[config.mk]
export PLATFORM = sky130hd
export DESIGN_NAME = bus_uart_packet_tx
export DESIGN_NICKNAME = d
export VERILOG_FILES = /design/src/rtl/bus_uart_packet_tx.sv
export SDC_FILE = /design/constraint.sdc
export NUM_CORES = 1
export LEC_CHECK = 0
export CAP_MARGIN = 5
export CORE_MARGIN = 5
export CORE_UTILIZATION = 58
export DETAILED_ROUTE_END_ITERATION = 12
export MAX_ROUTING_LAYER = met4
export PLACE_DENSITY = 0.86
export SLEW_MARGIN = 20
export SYNTH_ARGS = -nofsm -noshare
export SYNTH_HDL_FRONTEND = slang
export SYNTH_SLANG_ARGS = --single-unit
[constraint.sdc]
create_clock -name clk -period 2.9 [get_ports clk]
set_input_delay 0.87 -clock clk [delete_from_list [all_inputs] [get_ports clk]]
set_output_delay 0.87 -clock clk [all_outputs]
set_load 0.01 [all_outputs]
[src/rtl/bus_uart_packet_tx.sv]
// bus_uart_packet_tx: serialises the bridge's packed transaction word as a
// fixed-length burst of UART 8N1 bytes (most significant byte first, LSB
// first within a byte). A one-entry pending buffer holds a word that arrives
// mid-packet. A word arriving while both the shifter and the pending buffer
// are full is dropped and flagged on overflow.
module bus_uart_packet_tx #(
    parameter int PKT_WIDTH    = 25,
    parameter int CLKS_PER_BIT = 868
) (
    input  logic                 clk,
    input  logic                 rstn,
    input  logic [PKT_WIDTH-1:0] pkt_in,
    input  logic                 pkt_valid,
    output logic                 tx,
    output logic                 busy,
    output logic                 done,
    output logic                 overflow
);

    localparam int NUM_BYTES = (PKT_WIDTH + 7) / 8;
    localparam int PAD_WIDTH = NUM_BYTES * 8;
    localparam int BYTE_W    = (NUM_BYTES > 1) ? $clog2(NUM_BYTES) : 1;
    localparam int BAUD_W    = $clog2(CLKS_PER_BIT);

    localparam logic [BAUD_W-1:0] BAUD_LAST = BAUD_W'(CLKS_PER_BIT - 1);
    localparam logic [BYTE_W-1:0] BYTE_LAST = BYTE_W'(NUM_BYTES - 1);

    typedef enum logic [1:0] {IDLE, START, DATA, STOP} state_t;

    state_t               state, state_n;
    logic [BAUD_W-1:0]    baud_cnt, baud_cnt_n;
    logic [2:0]           bit_idx, bit_idx_n;
    logic [BYTE_W-1:0]    byte_idx, byte_idx_n;
    logic [PAD_WIDTH-1:0] shifter, shifter_n;
    logic [PKT_WIDTH-1:0] pending, pending_n;
    logic                 pending_valid, pending_valid_n;
    logic                 valid_q;
    logic                 done_arm, done_arm_n;
    logic                 overflow_n;
    logic                 tx_n;
    logic                 busy_n;

    logic                 arrival;
    logic                 baud_end;
    logic                 pkt_end;
    logic [PAD_WIDTH-1:0] pkt_in_pad;
    logic [PAD_WIDTH-1:0] pending_pad;
    logic [7:0]           cur_byte;

    // A new word is a rising edge of the strobe, so a held strobe counts once.
    assign arrival  = pkt_valid & ~valid_q;
    assign baud_end = (baud_cnt == BAUD_LAST);
    assign pkt_end  = (state == STOP) && baud_end && (byte_idx == BYTE_LAST);
    // The byte on the wire is always the top byte; the shifter moves up a byte at a time.
    assign cur_byte = shifter[PAD_WIDTH-1 -: 8];

    // Zero-extend the incoming and pending words to a whole number of bytes.
    always_comb begin
        pkt_in_pad                   = '0;
        pkt_in_pad[PKT_WIDTH-1:0]    = pkt_in;
        pending_pad                  = '0;
        pending_pad[PKT_WIDTH-1:0]   = pending;
    end

    // State register.
    always_ff @(posedge clk or negedge rstn) begin
        if (!rstn) begin
            state <= IDLE;
        end else begin
            // NOTE: sequential state uses non-blocking assignments so every register samples pre-edge values.
            state <= state_n;
        end
    end

    // Next-state, counter, buffer and output decode.
    always_comb begin
        // NOTE: every signal gets a default first so no path leaves it unassigned (no latches).
        state_n         = state;
        baud_cnt_n      = baud_cnt;
        bit_idx_n       = bit_idx;
        byte_idx_n      = byte_idx;
        shifter_n       = shifter;
        pending_n       = pending;
        pending_valid_n = pending_valid;
        done_arm_n      = 1'b0;
        overflow_n      = 1'b0;
        tx_n            = 1'b1;
        busy_n          = (state != IDLE) | pending_valid;

        if (state != IDLE) begin
            baud_cnt_n = baud_end ? '0 : baud_cnt + 1'b1;
        end

        case (state)
            IDLE: begin
                if (arrival) begin
                    shifter_n  = pkt_in_pad;
                    byte_idx_n = '0;
                    bit_idx_n  = '0;
                    baud_cnt_n = '0;
                    state_n    = START;
                end
            end
            START: begin
                tx_n = 1'b0;
                if (baud_end) begin
                    bit_idx_n = '0;
                    state_n   = DATA;
                end
            end
            DATA: begin
                tx_n = cur_byte[bit_idx];
                if (baud_end) begin
                    if (bit_idx == 3'd7) begin
                        bit_idx_n = '0;
                        state_n   = STOP;
                    end else begin
                        bit_idx_n = bit_idx + 1'b1;
                    end
                end
            end
            STOP: begin
                if (baud_end) begin
                    if (byte_idx != BYTE_LAST) begin
                        byte_idx_n = byte_idx + 1'b1;
                        shifter_n  = shifter << 8;
                        state_n    = START;
                    end else begin
                        done_arm_n = 1'b1;
                        byte_idx_n = '0;
                        state_n    = START;
                        if (pending_valid) begin
                            shifter_n       = pending_pad;
                            pending_valid_n = 1'b0;
                        end else if (arrival) begin
                            // Word lands exactly as the packet ends: send it with no idle bit.
                            shifter_n = pkt_in_pad;
                        end else begin
                            state_n = IDLE;
                        end
                    end
                end
            end
            default: state_n = IDLE;
        endcase

        // An arrival during a packet goes to the pending slot; the slot counts as
        // free in the cycle its old contents are promoted to the shifter.
        if (arrival && (state != IDLE) && !(pkt_end && !pending_valid)) begin
            if (!pending_valid || pkt_end) begin
                pending_n       = pkt_in;
                pending_valid_n = 1'b1;
            end else begin
                overflow_n = 1'b1;
            end
        end
    end

    // Datapath and registered outputs; the line lags the state register by one clock,
    // and done is delayed once more so it marks the end of the last stop bit on the line.
    always_ff @(posedge clk or negedge rstn) begin
        if (!rstn) begin
            baud_cnt      <= '0;
            bit_idx       <= '0;
            byte_idx      <= '0;
            shifter       <= '0;
            pending       <= '0;
            pending_valid <= 1'b0;
            valid_q       <= 1'b0;
            done_arm      <= 1'b0;
            tx            <= 1'b1;
            busy          <= 1'b0;
            done          <= 1'b0;
            overflow      <= 1'b0;
        end else begin
            baud_cnt      <= baud_cnt_n;
            bit_idx       <= bit_idx_n;
            byte_idx      <= byte_idx_n;
            shifter       <= shifter_n;
            pending       <= pending_n;
            pending_valid <= pending_valid_n;
            valid_q       <= pkt_valid;
            done_arm      <= done_arm_n;
            tx            <= tx_n;
            busy          <= busy_n;
            done          <= done_arm;
            overflow      <= overflow_n;
        end
    end

endmodule

==> impl_metrics.ini, run 1 <==
[hold_path]
hold_class = flip-flop to flip-flop
hold_start = done_arm
whs_endpoint = done
hold_depth = 0

[yosys]
synthArstFlopShare_pct = 100.0
synth_area_leader_cell = dfrtp_1
synth.distinct_cells = 50
synthFlopType = dfrtp_1
syn_area_per_cell_sq_um = 10.90
synth_enable_flop_cells = 0
syn_nets = 418
ys_warn_count = 0
synth_area_leaders = dfrtp_1 (48%), mux2_2 (7.3%), a2bb2oi_1 (4.8%)
synth_top_area_share_pct = 48.09
syn_inst = 382
synth_seq_area_share_pct = 48.72
syn_area_sq_mm = 0.004163
ys_ff_latch = 81

[clock_network]
cts_resized = 0
cts_num_sinks = 81
htreeDepth = 3
cts_buffer_depth = 2
cts_setup_buffers = 0
postCtsHoldBufs = 0
cts_root_buf = clkbuf_8
clk_latency_ns = 0.35
clkTransAtPathRegs_ns = 0.08
cts_made_buffers = 9
tritoncts = done

[routing]
dr.pass1.iters = 5
detail_route.wl_per_cell_um = 18.64
ant_nets = 0
vias = 3293
first_iter_violations = 214
drc_errors = 0
drt-total-wl_um = 9654
vias_per_cell = 6.357

[final_layout]
regArea_sq_mm = 0.002028
fillers = 518
drive_gt1_share_pct = 17.06
n_antenna_cell = 0
design.final.nets = 453
multi_input_area_sq_mm = 0.001987
area_growth_pct = 16.68
final_area_sq_mm = 0.004857

[floorplanning]
dieWidth_um = 94.72
initial_core_util_pct = 60.27
dieArea_sq_mm = 0.008972
core_area_sq_mm = 0.006907
rows = 30
die_h_um = 94.72
ios = 32

[sta]
slew_headroom_pct = 60.52
final_max_slew_viol_count = 0
fin_tns_setup_ns = 0
fin_skew_ns = 0.01086
finalHoldViolCount = 0
rsz0062_at_grt = false
fin_crit_sh_pct = 88.70
finalCriticalPeriod_ns = 2.572
setup_viol = 0
max_freq_mhz = 388.8
tightest_slew_ns = 0.5922

[pwr]
powerDensity_mw_per_mm2 = 949.0
p_leak_nw = 2.150
ir_worst_vdd_mv = 0.5407

[place]
dp_hpwl_um = 6620
placement.io_buffers = 31
gp_congestion = 0.8674
place_area_sq_mm = 0.004637

[global_routing]
grtUsageTotal_pct = 24.62
grt_start_max_net_pins = 50
top_usage_layer = met2
antenna_found_initial = 0
grt_pass1_wl_um = 16770
grt_overflow_total = 0
grt_util_met2_pct = 40.16
use_met3_pct = 3.825
first_global_vias = 3432
grt_util_met1_pct = 30.53

[worst_setup_path]
r2r-end = pending[2]
critical_path.cell_chain = ha_1 > or4b_4 > nor4_4 > mux2i_2 > buf_12 > mux2_2
cp_max_fo = 23
rrSetupSlack_ns = 0.33
reg2reg_from = baud_cnt[0]
worst-setup-path-type = flip-flop to flip-flop
slowest_delay_ns = 0.53
worstPathArrival_ns = 2.81
worstRegToRegCells = 6
end_kind = flip-flop
worst_setup_path_start_kind = flip-flop
required_ns = 3.13
cpMaxStageDelayCell = or4b_4

[flow_run]
drv_cap = 0

[outcome]
status = complete, no violations
==> layout by cell type (no fill, tap or decap), drive strengths merged, types with 6 or more instances in the layout <==
master         instances
and3b                 15
a22o                   7
nand2                 30
nand2b                 7
ha                     8
inv                    7
o221ai                 8
o21ai                 40
clkdlybuf4s50         30
nor2                   9
mux2i                  6
clkbuf                11
a211oi                16
a21oi                  8
nand3                 10
a2bb2oi               23
mux2                  27
buf                   20
dfrtp                 80
==> how the worst max path moves through the flow <==
stage             endpoint        start  depth (start not counted)  slack (ns)
2_1_floorplan  pending[10]  baud_cnt[0]                          6        0.48
3_3_place_gp   pending[16]    pkt_valid                          6        0.28
3_5_place_dp    pending[2]    pkt_valid                          6        0.21
4_1_cts         pending[2]  baud_cnt[0]                          6        0.36
5_1_grt         pending[2]  baud_cnt[0]                          6        0.23
6_report        pending[2]  baud_cnt[0]                          6        0.33
==> sequential cells by signal (all words and copies together) (netlist names) <==
name / count
bit_idx: 3
state: 2
byte_idx: 2
valid_q: 1
done: 1
busy: 1
shifter: 32
pending: 25
baud_cnt: 10
done_arm: 1
pending_valid: 1
tx: 1
overflow: 1
==> power breakdown <==
| part | switching [mW] | internal, mW | total [mW] |
|---|---|---|---|
| clock | 0.407 | 0.508 | 0.914 |
| sequential | 0.328 | 1.56 | 1.89 |
| combinational | 0.931 | 0.879 | 1.81 |
| total | 1.67 | 2.94 | 4.61 |
==> Yosys cell counts, drive strengths merged, types with 3 or more instances <==
cell     number
nand2        30
a2bb2oi      23
and3          3
nor2          9
nor2b         4
nor3          5
o21ai        40
a22o          7
inv           7
a211oi       16
and3b        15
ha            8
and2          4
mux2         27
a21oi         8
nand4         3
clkbuf       20
buf           6
nand3        10
o221ai        8
nand2b        7
dfrtp        80
a41oi         3
mux2i         6
o2bb2ai       5
a31oi         5
==> area by class of cell <==
class	count	share of cell area, %
Multi-Input combinational cell	268	40.91
Timing Repair Buffer	50	9.789
Sequential cell	81	41.76
Clock buffer	11	2.911
Tap cell	96	2.473
Inverter	7	0.5410
Clock inverter	5	1.623
==> kinds of logic after synthesis <==
logic type | after synthesis | synth area share, %
simple gates | 98 | 13.59
buf+inv | 33 | 3.727
compound gates | 126 | 21.40
flops | 81 | 48.72
fa+ha+maj | 9 | 2.645
mux | 35 | 9.919
==> worst max-delay path: cells and delay by family (launching register included) <==
| kind | cells | cell delay, ns |
|---|---|---|
| AND/OR/NAND/NOR | 2 | 0.89 |
| buffers and inverters | 1 | 0.22 |
| multiplexers | 2 | 0.70 |
| flip-flops | 1 | 0.40 |
| adder cells (fa/ha/maj) | 1 | 0.23 |
==> per-stage QoR <==
| step | worst slack, ns | utilization (%) | hold WS (ns) | instances | total power [mW] |
|---|---|---|---|---|---|
| after floorplan | 0.4781 | - | 0.3312 | 382 | 3.123 |
| after detailed placement | 0.2052 | 67.14 | 0.3459 | 502 | 3.679 |
| after global placement | 0.2828 | 67.14 | 0.3332 | 502 | 3.577 |
| after CTS | 0.3582 | 70.33 | 0.3798 | 518 | 4.602 |
| final | 0.3277 | 70.33 | 0.3757 | 518 | 4.610 |
| after global routing | 0.2293 | 70.33 | 0.3942 | 518 | 4.934 |
==> routing by layer <==
metal | vias to the layer above | part of all wire (%)
met4 | 0 | 2.8
met3 | 26 | 4.6
met5 | - | 0
met1 | 1636 | 43
met2 | 115 | 50
li1 | 1516 | -
(Power assumes the default switching activity.)
==> run 2: changes to the inputs <==
Settings changed: ABC_AREA set to 1, CORE_UTILIZATION 58 to 59, PLACE_DENSITY 0.86 to 0.87, SETUP_SLACK_MARGIN set to 0.3.
==> run 2 against run 1 <==
Register-to-register slack improved by 0.20 ns; critical path depth increased by 2; core utilization decreased by 1.8 points; sequential power decreased by 15%; die area increased by 3.7%; combinational power about the same; total power decreased by 6.7%; synthesized area increased by 5.9%; count of clock-buffer cells in the layout decreased by 2; clock skew decreased by 0.0021 ns; flip-flop and latch count unchanged; largest power group is now combinational cells.
==> impl_metrics.ini, run 2 <==
[worst_setup_path]
r2r-end = shifter[22]
worstPathArrival_ns = 2.63
worst_setup_path_start_kind = flip-flop
cp_max_fo = 10
worst-setup-path-type = flip-flop to flip-flop
critical_path.cell_chain = ha_1 > inv_1 > nor2_2 > clkinvlp_4 > o21ai_0 > o22ai_1 > nand2_1 > nand2_1
critPathTopFamily = simple AND/OR/NAND/NOR gates
critical_path_buf_inv_count = 2
cpMaxStageDelayCell = ha_1
rrSetupSlack_ns = 0.52
slowest_delay_ns = 0.49
reg2reg_from = state[0]
cp.depth = 8
required_ns = 3.15
end_kind = flip-flop
crit_top_cell = nand2_1
worstRegToRegCells = 8

[final_layout]
multi_input_area_sq_mm = 0.002029
largest_reg_flops = 32
mostFrequentLayoutCell = nand2_1
final_area_sq_mm = 0.004970
drive_gt1_share_pct = 9.226
top_register = shifter
fillers = 592
regArea_sq_mm = 0.002028
final_cell_mix = nand2_1 (187), dfrtp_1 (80), nand3_1 (58), o21ai_0 (53), nor2_1 (48)
area_growth_pct = 12.74
design.final.nets = 638
top_regs = shifter x32, pending x25, baud_cnt x10
n_antenna_cell = 0

[hold_path]
hold_class = flip-flop to flip-flop
whs_endpoint = done
hold_start = done_arm
hold_depth = 0

[global_routing]
grt_util_met2_pct = 39.33
top_usage_layer = met2
use_met3_pct = 5.112
grt_pass1_wl_um = 17680
antenna_found_initial = 0
grt_util_met1_pct = 32.63
grt_start_max_net_pins = 42
first_global_vias = 3860
grt_overflow_total = 0
grtUsageTotal_pct = 25.01

[clock_network]
cts_made_buffers = 9
tritoncts = done
cts_num_sinks = 81
cts_buffer_depth = 2
clk_latency_ns = 0.36
postCtsHoldBufs = 0
cts_root_buf = clkbuf_8
htreeDepth = 3
clkTransAtPathRegs_ns = 0.09

[place]
dp_hpwl_um = 7189
placement.io_buffers = 31
place_area_sq_mm = 0.004747
gp_congestion = 0.9042

[sta]
final_max_slew_viol_count = 0
fin_tns_setup_ns = 0
finalHoldViolCount = 0
setup_viol = 0
slew_headroom_pct = 64.07
fin_skew_ns = 0.008748
rsz0062_at_grt = false
finalCriticalPeriod_ns = 2.377
hold_ws_ns = 0.3613
fin_crit_sh_pct = 81.95
max_freq_mhz = 420.8
tightest_slew_ns = 0.5390

[yosys]
syn_nets = 613
synth_top_family_by_area = simple AND/OR/NAND/NOR gates
synth_enable_flop_cells = 0
synth_area_leader_cell = dfrtp_1
synth.distinct_cells = 35
synth_most_common_cell = nand2_1
synth_area_leaders = dfrtp_1 (45%), nand2_1 (16%), nand3_1 (6.6%)
synth_compound_area_share_pct = 13.20
yosys.area_share.simple_pct = 29.92
ys_top_cells_by_count = nand2_1 (187), dfrtp_1 (80), nand3_1 (58)
syn_inst = 577
synthFlopType = dfrtp_1
muxShareOfSynthArea_pct = 0
syn_area_per_cell_sq_um = 7.639
ys_warn_count = 0
synth-adder-area-share_pct = 2.271
syn_area_sq_mm = 0.004408
synthArstFlopShare_pct = 100.0
synth_top_area_share_pct = 45.42
ys_ff_latch = 81
synth_seq_area_share_pct = 46.01
synthXorXnorAreaFrac_pct = 0.5961

[pwr]
power.total_mw = 4.302
powerDensity_mw_per_mm2 = 865.6
swShare_pct = 43.02
p_int_mw = 2.451
ir_worst_vdd_mv = 0.3968
p_leak_nw = 2.495
p_seq_share_pct = 37.2
pwr-share-comb_pct = 42.5
p_switching_mw = 1.851
pwr-share-clk_pct = 20.3

[flow_run]
drv_cap = 0

[floorplanning]
core_area_sq_mm = 0.007253
dieArea_sq_mm = 0.009300
ios = 32
rows = 31
dieWidth_um = 96.44
initial_core_util_pct = 60.77
die_h_um = 96.44

[routing]
drt-total-wl_um = 10350
dr.pass1.iters = 5
vias_per_cell = 5.661
vias = 3997
first_iter_violations = 375
detail_route.wl_per_cell_um = 14.66
ant_nets = 0
drc_errors = 0

[outcome]
status = complete, no violations
[run 2: cell count changes in the layout (fill, tap and decap cells not counted), sizes merged, moves of 15 or more]
cell     before  now
nor2          9   52
nand3        10   58
a2bb2oi      23    0
o21ai        40   59
a211oi       16    0
and3b        15    0
mux2         27    0
nand2        30  198
inv           7   48
[run 2: worst max path at each step]
| stage | startpoint | endpoint | slack [ns] |
|---|---|---|---|
| floorplan | pkt_valid | shifter[17] | 1.05 |
| global placement | pkt_valid | pending[6] | 0.33 |
| detailed placement | pkt_valid | pending[16] | 0.28 |
| CTS | state[0] | shifter[22] | 0.50 |
| global route | state[0] | shifter[22] | 0.30 |
| finish | state[0] | shifter[22] | 0.52 |
[run 2: layer usage]
layer,share of wire [%],vias up
met3,7.6,17
met5,0,-
met4,1.8,0
met2,48,167
li1,-,1926
met1,43,1887
[run 2: layout make-up]
cell class / count / area share, %
inverter: 47 / 3.701
timing repair buffer: 40 / 7.805
clock buffer: 9 / 2.492
tap: 99 / 2.492
timing repair inverter: 1 / 0.1511
multi-input combinational: 422 / 40.84
clock inverter: 7 / 1.712
sequential: 81 / 40.81
[run 2: worst reg2reg max path: stages (launching register included)]
cell        delay, ns
dfrtp_1          0.46
ha_1             0.49
inv_1            0.15
nor2_2           0.43
clkinvlp_4       0.36
o21ai_0          0.14
o22ai_1          0.11
nand2_1          0.08
nand2_1          0.06
[run 2: repair_timing]
| item | CTS | global route |
|---|---|---|
| setup buffers | 0 | 0 |
| resized for setup | 0 | 3 |
| endpoints found under the setup margin | 0 | 13 |
[run 2: logic make-up (layout without fill, tap and decap cells)]
kind of cell	after synthesis	after routing
and+or+nand+nor	312	312
AOI/OAI and AO/OA	99	99
DFF	81	81
buffers and inverters	74	104
adders and majority gates	8	8
xor gates and xnor gates	3	3
[run 2: power groups by stage]
| stage | combinational [mW] | sequential (mW) | clock [mW] |
|---|---|---|---|
| after floorplan | 1.47 | 1.56 | 0 |
| after global placement | 1.71 | 1.60 | 0 |
| after detailed placement | 1.79 | 1.61 | 0 |
| after CTS | 1.80 | 1.59 | 0.889 |
| after global routing | 2.07 | 1.63 | 0.930 |
| final | 1.83 | 1.60 | 0.873 |
[run 2: stage by stage]
stage          cells  util (%)  setup slack, ns
6_report         706     68.52           0.5234
4_1_cts          705     68.33           0.5020
2_1_floorplan    577         -            1.046
5_1_grt          706     68.52           0.3043
3_3_place_gp     689     65.45           0.3256
3_5_place_dp     689     65.45           0.2777
